`src/rtl/imem_loader.sv`:
```
// imem_loader: reassembles a length-prefixed, XOR-checked byte stream into instruction memory words
module imem_loader #(
    parameter int ADDR_W    = 13,
    parameter int MAX_WORDS = 2048
) (
    input  logic              i_clk,
    input  logic              i_reset,
    input  logic              i_start,
    input  logic              i_rx_valid,
    input  logic [7:0]        i_rx_data,
    output logic              o_rx_ready,
    output logic              o_we,
    output logic [ADDR_W-1:0] o_waddr,
    output logic [31:0]       o_wdata,
    output logic              o_cpu_hold,
    output logic              o_done,
    output logic              o_err
);
    typedef enum logic [2:0] {IDLE, LEN0, LEN1, DATA, CHK, DONE, ERR} state_t;
    localparam logic [15:0] MAX_N = 16'(MAX_WORDS);
    state_t state, state_nxt;
    logic [15:0] len, word_idx, len_full;
    logic [1:0]  byte_cnt;
    logic [23:0] word_lo;
    logic [7:0]  chk;
    logic        acc, go, last_word;
    assign acc       = i_rx_valid & o_rx_ready;
    assign go        = i_start & (state == IDLE || state == DONE || state == ERR);
    assign len_full  = {i_rx_data, len[7:0]};
    assign last_word = word_idx == len - 16'd1;
    always_comb begin
        state_nxt = state;
        case (state)
            IDLE, DONE, ERR: state_nxt = go ? LEN0 : state;
            LEN0: state_nxt = acc ? LEN1 : LEN0;
            LEN1: state_nxt = !acc ? LEN1 : len_full == 16'd0 ? CHK : len_full > MAX_N ? ERR : DATA;
            DATA: state_nxt = (acc && byte_cnt == 2'd3 && last_word) ? CHK : DATA;
            CHK:  state_nxt = !acc ? CHK : i_rx_data == chk ? DONE : ERR;
            default: state_nxt = IDLE;
        endcase
    end
    always_ff @(posedge i_clk) begin
        if (i_reset) state <= IDLE;
        else state <= state_nxt;
    end
    // Status outputs are registered from the next state so they track it without lag.
    always_ff @(posedge i_clk) begin
        if (i_reset) begin
            o_rx_ready <= 1'b0;
            o_we       <= 1'b0;
            o_waddr    <= '0;
            o_wdata    <= '0;
            o_cpu_hold <= 1'b1;
            o_done     <= 1'b0;
            o_err      <= 1'b0;
            len        <= '0;
            word_idx   <= '0;
            byte_cnt   <= '0;
            word_lo    <= '0;
            chk        <= '0;
        end else begin
            o_we       <= 1'b0;
            o_rx_ready <= state_nxt == LEN0 || state_nxt == LEN1 || state_nxt == DATA || state_nxt == CHK;
            o_done     <= state_nxt == DONE;
            o_err      <= state_nxt == ERR;
            o_cpu_hold <= state_nxt != DONE;
            if (go) begin
                word_idx <= '0;
                byte_cnt <= '0;
                chk      <= '0;
            end
            if (acc && state == LEN0) len[7:0] <= i_rx_data;
            if (acc && state == LEN1) len[15:8] <= i_rx_data;
            if (acc && state == DATA) begin
                byte_cnt <= byte_cnt + 2'd1;
                chk      <= chk ^ i_rx_data;
                word_lo  <= {i_rx_data, word_lo[23:8]};
                if (byte_cnt == 2'd3) begin
                    o_we     <= 1'b1;
                    o_waddr  <= {word_idx[ADDR_W-3:0], 2'b00};
                    o_wdata  <= {i_rx_data, word_lo};
                    word_idx <= word_idx + 16'd1;
                end
            end
        end
    end
endmodule

```
`config.mk`:
```
export PLATFORM = sky130hd
export DESIGN_NAME = imem_loader
export DESIGN_NICKNAME = d
export VERILOG_FILES = /design/src/rtl/imem_loader.sv
export SDC_FILE = /design/constraint.sdc
export NUM_CORES = 1
export LEC_CHECK = 0
export ABC_AREA = 0
export ABC_CLOCK_PERIOD_IN_PS = 7600
export CORE_ASPECT_RATIO = 0.75
export CORE_MARGIN = 4
export CORE_UTILIZATION = 35
export CTS_CLUSTER_SIZE = 24
export DETAILED_ROUTE_END_ITERATION = 12
export SLEW_MARGIN = 5
export SYNTH_ARGS = -nofsm -noshare
export SYNTH_HDL_FRONTEND = slang
export SYNTH_SLANG_ARGS = --single-unit
```
`constraint.sdc`:
```
create_clock -name i_clk -period 7.6 [get_ports i_clk]
set_clock_uncertainty 0.2 [all_clocks]
set_input_delay 0.76 -clock i_clk [delete_from_list [all_inputs] [get_ports i_clk]]
set_output_delay 0.76 -clock i_clk [all_outputs]
set_load 0.01 [all_outputs]
```
==> results of run 1 <==
==> worst register-to-register path, cell delays in order (launching register included) <==
cell and delay [ns]:
dfxtp_1 0.47, inv_1 0.08, ha_1 0.28, nor2b_1 0.21, and2_1 0.20, or4_1 0.50
o311ai_0 0.17, nand3_1 0.18, o22ai_2 0.21, o211a_1 0.17
==> where the power goes <==
group          switching [mW]  internal (mW)  total, mW  leakage [nW]
logic                  0.0460         0.0287     0.0747         0.886
clock network           0.276          0.496      0.771         0.276
registers             0.00546          0.617      0.623         0.943
total                   0.327           1.14       1.47          2.10
==> path summary, 6_finish.rpt <==
kind                              to  slack [ns]
max          word_idx[14]$_SDFF_PP0_        4.62
min          o_wdata[1]$_SDFFE_PP0P_        0.25
max reg2reg         o_err$_SDFF_PP0_        4.89
min reg2reg  o_wdata[1]$_SDFFE_PP0P_        0.25
==> per-layer routing <==
metal  up-vias  track usage, %  share of wire [%]
met2       152            23.1                 41
li1       2249               -                  -
met3        17            4.48                6.9
met5         -               0                  0
met4         0            5.77                1.7
met1      2127            24.3                 50
==> synthesized netlist by cell type, types with 2 or more instances <==
cell      instances  area [µm²]
nand2_1         153         574
dfxtp_1         117        2340
a21oi_1          89         445
nor2_1           57         214
clkbuf_1         44         165
xnor2_1          20         175
mux2i_1          18         180
o21ai_0          18        90.1
nor3_1           16        80.1
xor2_1           16         140
nand3_1          13        65.1
inv_1             7        26.3
nand4_1           6        37.5
nor4_1            6        37.5
nand3b_1          5        37.5
and2_1            4        25.0
nor2b_1           4        25.0
or4_1             4        30.0
and3_1            3        18.8
buf_1             3        11.3
ha_1              3        37.5
nand2b_1          3        18.8
a22oi_1           2        15.0
a31o_2            2        17.5
a31oi_1           2        12.5
buf_4             2        15.0
o211ai_1          2        15.0
or3_1             2        12.5
==> layout by cell type (no fill, tap or decap), types with 3 or more instances in the layout <==
| cell type | n |
|---|---|
| inv_1 | 7 |
| nand3_1 | 13 |
| clkdlybuf4s50_1 | 58 |
| o21ai_0 | 18 |
| clkinv_2 | 4 |
| clkbuf_16 | 17 |
| or4_1 | 4 |
| nor4_1 | 6 |
| xnor2_1 | 20 |
| nand2_1 | 153 |
| nor2_1 | 55 |
| and3_1 | 3 |
| dfxtp_1 | 117 |
| ha_1 | 3 |
| nand4_1 | 6 |
| clkbuf_1 | 3 |
| and2_1 | 4 |
| nor2b_1 | 4 |
| a21oi_1 | 89 |
| nand3b_1 | 5 |
| xor2_1 | 16 |
| mux2i_1 | 18 |
| buf_4 | 7 |
| nor3_1 | 16 |
==> per-stage QoR <==
| stage | worst slack (ns) | instances |
|---|---|---|
| finish | 4.62 | 889 |
| global route | 4.37 | 889 |
| CTS | 4.63 | 889 |
| detailed placement | 4.20 | 858 |
| global placement | 4.29 | 858 |
| floorplan | 4.89 | 649 |
==> final cells by class <==
cell class              instances  area (µm²)  area share [%]
clock buffers                  22         464            7.28
flip-flops and latches        117        2340            36.7
clock inverters                 9         104            1.63
well taps                     195         244            3.82
multi-input cells             474        2570            40.2
repair buffers                 65         633            9.92
inverters                       7        26.3           0.412
==> cell families (layout without fill, tap and decap cells) <==
family                     count (synthesis)  after routing  share of synthesized area (%)
and+or+nand+nor                          285            285                           25.1
xor gates and xnor gates                  36             36                           6.17
other                                      1              2                         0.0733
AOI/OAI and AO/OA                        129            129                           14.0
DFF                                      117            117                           45.8
muxes                                     19             19                           3.74
buffers and inverters                     58            103                           4.45
adders and majority gates                  3              3                          0.734
==> sequential cells by signal, summed over array words and instances (netlist names) <==
register,count
o_rx_ready,1
o_done,1
chk,8
o_waddr,11
o_cpu_hold,1
o_err,1
byte_cnt,2
state,3
o_wdata,32
word_lo,24
o_we,1
word_idx,16
len,16
==> summary.txt, run 1 <==
Synth
  • Share of async-settable or async-resettable flops after synthesis: 0%
  • Count of different cell masters after synthesis: 55
  • Synthesized flop and latch total: 117
  • Sequential area share after synthesis: 45.8%
  • Mean area per synthesized cell: 7.89 µm²
  • Top_reg_cell synth: dfxtp_1
  • Summed instance area of the synthesized netlist: 5110 µm²
  • Synth Instances: 648
  • Post-synth EDFFs: 0
  • Yosys warning total: 0

Worst setup path
  • Longest individual stage delay on the worst path: 0.50 ns
  • Source of the critical timing path: i_rx_valid
  • Crit path required time: 7.74 ns
  • Startpoint Class: input port
  • Launching point of the worst reg2reg path: len[0]$_SDFFE_PP0P_
  • Kind of critical path: input port to register
  • Data arrival time of the worst path: 3.12 ns
  • Slowest-stage cell, CP: clkdlybuf4s50_1
  • Logic depth of the worst setup path including buffers: 9
  • Most frequent cell on the critical path: nand3_1
  • Endpoint class of the critical path: register
  • Critical path, cell by cell: clkdlybuf4s50_1, nand3_1, nor2_4, buf_4, nand2_1, nor3_1, nand3_1, mux2_2, nor2_1
  • Largest fanout on the critical path: 52
  • Cells on worst reg2reg path: 9
  • Dominant delay contributor by cell family on the critical path: simple AND/OR/NAND/NOR gates
  • Buffers plus inverters on the worst setup path: 2

Drt
  • Remaining number of nets flagged by the antenna check after routing: 0
  • DR vias: 4545
  • Average routed wire per standard cell: 15.1 µm
  • First drt pass iteration count: 5
  • Total detailed-routing wirelength: 13400 µm
  • DRC violation count after routing: 0
  • Starting DRC count in detailed routing: 372
  • Drt via density: 5.11

Timing
  • Smallest hold slack: 0.251 ns
  • Minimum clock period: 2.98 ns
  • Upper clock frequency limit: 0.335 GHz
  • Period Utilization, post-route: 39.3%
  • Slew @ Worst Pin: 1.02 ns
  • Number of failing setup endpoints in the final timing report: 0
  • Number of max-slew violations in the final report: 0
  • Hold violation count in the final report: 0
  • Final sum of negative setup slack: 0 ns
  • Slew headroom: 31.9%
  • Unrepaired setup endpoints after global routing: no

Floorplanning
  • Vert. Die Dim: 113 µm
  • Horizontal extent of the die: 148 µm
  • Number of standard-cell rows in the floorplan: 37
  • Total I/O pin count: 62
  • Floorplan die area: 16600 µm²
  • Core Region: 14000 µm²
  • Initial Utilization: 36.5%

Finish
  • Area growth from synthesis to final layout: 24.8%
  • Fraction of final layout cells sized beyond drive strength 1: 6.77%
  • Diodes inserted: 0
  • Post-layout utilization of the core: 45.5%
  • Number of fill cells in the layout: 1368
  • Net total in the final layout: 697
  • Cell area after layout: 6380 µm²

Clock network
  • Setup repair bufs after CTS: 0
  • CTS H-Tree Depth: 4
  • Clock slew seen by the registers of the worst setup and hold paths: 0.05 ns
  • Number of buffers added by the clock tree synthesis step: 17
  • Insertion delay to the later sink of the worst-skew pair: 0.41 ns
  • Total of hold buffers inserted after clock tree synthesis: 0
  • Sinks on the clock net: 117
  • Root Driver: clkbuf_16
  • Clock tree from TritonCTS: built
  • Number of instances resized during post-cts repair: 0
  • Maximum count of clock buffers along a single path: 2

Worst hold path
  • Launch point of the worst hold path: word_lo[1]$_SDFFE_PP0P_
  • Cells on Worst Hold Path: 2
  • Class of the worst hold path: register to register

Global routing
  • GRT Resource Usage Total: 16.5%
  • Global-route wire length before repair: 22200 µm
  • Via count of the first global-routing pass: 4324
  • Initial antenna violation count: 0
  • Grt ovf: 0
  • Pin count of the biggest net entering global routing: 68

Power and ir drop
  • Power per standard cell area: 230 nW/µm²
  • Maximum resistive drop on vdd: 0.164 mV
  • Leakage Power: 2.10 nW
  • Total Power Consumption: 1.47 mW

Placement
  • Port bufs: 59
  • Final GP Congestion: 0.843
  • HPWL after detailed placement: 9050 µm
  • Area post-placement: 5810 µm²

Job
  • Maxcap violations: 0

Outcome
  • Run status: finished clean
(Power assumes the default switching activity.)
==> run 2: changes to the inputs <==
- ABC_CLOCK_PERIOD_IN_PS: 7600 -> 2500
- clock period: 7.6 -> 2.5 ns (I/O delays scaled with it)
==> summary.txt, run 2 (synthesis gave the netlist of run 1 again) <==
Outcome
  • Run status: finished clean

Finish
  • Most flops, register: o_wdata
  • Commonest non-fill, non-tap cells in the layout: 153 x nand2_1, 115 x dfxtp_1, 89 x a21oi_1
  • Post-layout utilization of the core: 48.2% (+2.7 points)
  • Area growth from synthesis to final layout: 32.2%
  • Number of cells in the finished layout apart from fillers: 927 (+4.3%)
  • Max reg flops: 32 (unchanged)
  • Net total in the final layout: 736 (+5.6%)
  • Most common cell after layout, fill and taps aside: nand2_1
  • Diodes inserted: 0 (unchanged)
  • Largest regs: o_wdata: 32 flops, word_lo: 24 flops
  • Fraction of final layout cells sized beyond drive strength 1: 13.1% (+6.3 points)
  • Cell area after layout: 6760 µm² (+6.0%)

Power and ir drop
  • Maximum resistive drop on vdd: 0.565 mV (+240%)
  • Total Power Consumption: 4.49 mW (+210%)
  • Leakage Power: 2.32 nW (+10%)
  • Power per standard cell area: 665 nW/µm² (+190%)

Worst setup path
  • Kind of critical path: register to register
  • Data arrival time of the worst path: 2.46 ns (-0.66 ns)
  • Crit path required time: 2.58 ns (-5.16 ns)
  • Endpoint class of the critical path: register
  • Largest fanout on the critical path: 5 (-90%)
  • Startpoint Class: register

Floorplanning
  • Floorplan die area: 16600 µm² (unchanged)
  • Number of standard-cell rows in the floorplan: 37 (unchanged)
  • Total I/O pin count: 62 (unchanged)
  • Initial Utilization: 36.5% (unchanged)
  • Horizontal extent of the die: 148 µm (unchanged)
  • Vert. Die Dim: 113 µm (unchanged)
  • Core Region: 14000 µm² (unchanged)

Clock network
  • Insertion delay to the later sink of the worst-skew pair: 0.41 ns (about the same)
  • Maximum count of clock buffers along a single path: 2 (unchanged)
  • Clock tree from TritonCTS: built
  • CTS H-Tree Depth: 4 (unchanged)
  • Number of buffers added by the clock tree synthesis step: 17 (unchanged)
  • Clock slew seen by the registers of the worst setup and hold paths: 0.05 ns (about the same)
  • Root Driver: clkbuf_16
  • Sinks on the clock net: 117 (unchanged)

Global routing
  • GRT Resource Usage Total: 17.3% (+0.76 points)
  • Global-route wire length before repair: 23000 µm (+3.5%)
  • Via count of the first global-routing pass: 4514 (+4.4%)
  • Pin count of the biggest net entering global routing: 52 (-24%)
  • Initial antenna violation count: 0 (unchanged)
  • Grt ovf: 0 (unchanged)

Timing
  • Unrepaired setup endpoints after global routing: yes
  • Slew headroom: 48.3% (+16 points)
  • Minimum clock period: 2.38 ns
  • Slew @ Worst Pin: 0.768 ns (-0.254 ns)
  • Number of failing setup endpoints in the final timing report: 0 (unchanged)
  • Hold violation count in the final report: 0 (unchanged)
  • Upper clock frequency limit: 0.420 GHz
  • Worst-case setup margin in the final layout: 0.119 ns (-4.50 ns)
  • Period Utilization, post-route: 95.2%
  • Number of max-slew violations in the final report: 0 (unchanged)

Placement
  • Pre-CTS WS: -0.178 ns (-4.38 ns)
  • Port bufs: 59 (unchanged)
  • Final GP Congestion: 0.851 (+1.0%)
  • HPWL after detailed placement: 10000 µm (+11%)
  • Area post-placement: 6130 µm² (+5.4%)
  • Placed cell count: 895 (+4.3%)

Drt
  • DR vias: 4641 (+2.1%)
  • First drt pass iteration count: 5 (unchanged)
  • Average routed wire per standard cell: 15.1 µm (-0.14%)
  • Total detailed-routing wirelength: 14000 µm (+4.1%)
  • Remaining number of nets flagged by the antenna check after routing: 0 (unchanged)
  • DRC violation count after routing: 0 (unchanged)
  • Starting DRC count in detailed routing: 278 (-25%)
  • Drt via density: 5.01 (-2.1%)

Worst hold path
  • Class of the worst hold path: register to register

Job
  • Maxcap violations: 0 (unchanged)
==> run 2: worst paths after layout <==
kind | endpoint | start | cells past startpoint | slack (ns)
max | state[1]$_SDFF_PP0_ | len[0]$_SDFFE_PP0P_ | 8 | 0.12
min | o_wdata[9]$_SDFFE_PP0P_ | o_wdata[9]$_SDFFE_PP0P_ | 2 | 0.25
min reg2reg | o_wdata[9]$_SDFFE_PP0P_ | o_wdata[9]$_SDFFE_PP0P_ | 2 | 0.25
max reg2reg | state[1]$_SDFF_PP0_ | len[0]$_SDFFE_PP0P_ | 8 | 0.12
==> run 2: stage by stage <==
step / hold slack [ns] / setup TNS [ns]
after floorplan: 0.186 / 0
after global placement: 0.242 / -0.304
after detailed placement: 0.247 / -0.321
after CTS: 0.254 / 0
after global routing: 0.270 / -0.0226
final: 0.250 / 0
==> run 2: timing repair <==
item | CTS | global route
hold buffers | 1 | 0
gates resized for setup | 0 | 11
hold endpoints to repair | 5 | 0
setup buffers | 0 | 1
setup endpoints to repair | 0 | 5
==> run 2: per-layer routing <==
metal	GRT usage [%]	routed length, µm
met1	25.0	7050
met4	6.95	187
met2	24.6	5950
met5	0	0
met3	4.12	814
==> run 2: final cells by class <==
type                       instances  area [µm²]
clock buffer                      23         498
clock inverter                     7        72.6
fill                            1347        7260
inverter                           7        26.3
multi-input combinational        474        2610
sequential                       117        2340
tap                              195         244
timing repair buffer             104         966
==> run 2: critical path: stages, from the launching register on <==
cell       delay, ns
dfxtp_2         0.32
buf_4           0.15
nor3_2          0.19
xnor2_1         0.15
or4_1           0.56
nor3_2          0.16
o2111ai_2       0.18
o21ai_1         0.22
o21ai_0         0.11
==> run 2: report_power, final <==
group / internal, mW / total [mW] / switching, mW / leakage, nW
clock network: 1.48 / 2.31 / 0.823 / 0.277
logic: 0.132 / 0.297 / 0.164 / 1.10
registers: 1.88 / 1.89 / 0.0142 / 0.944
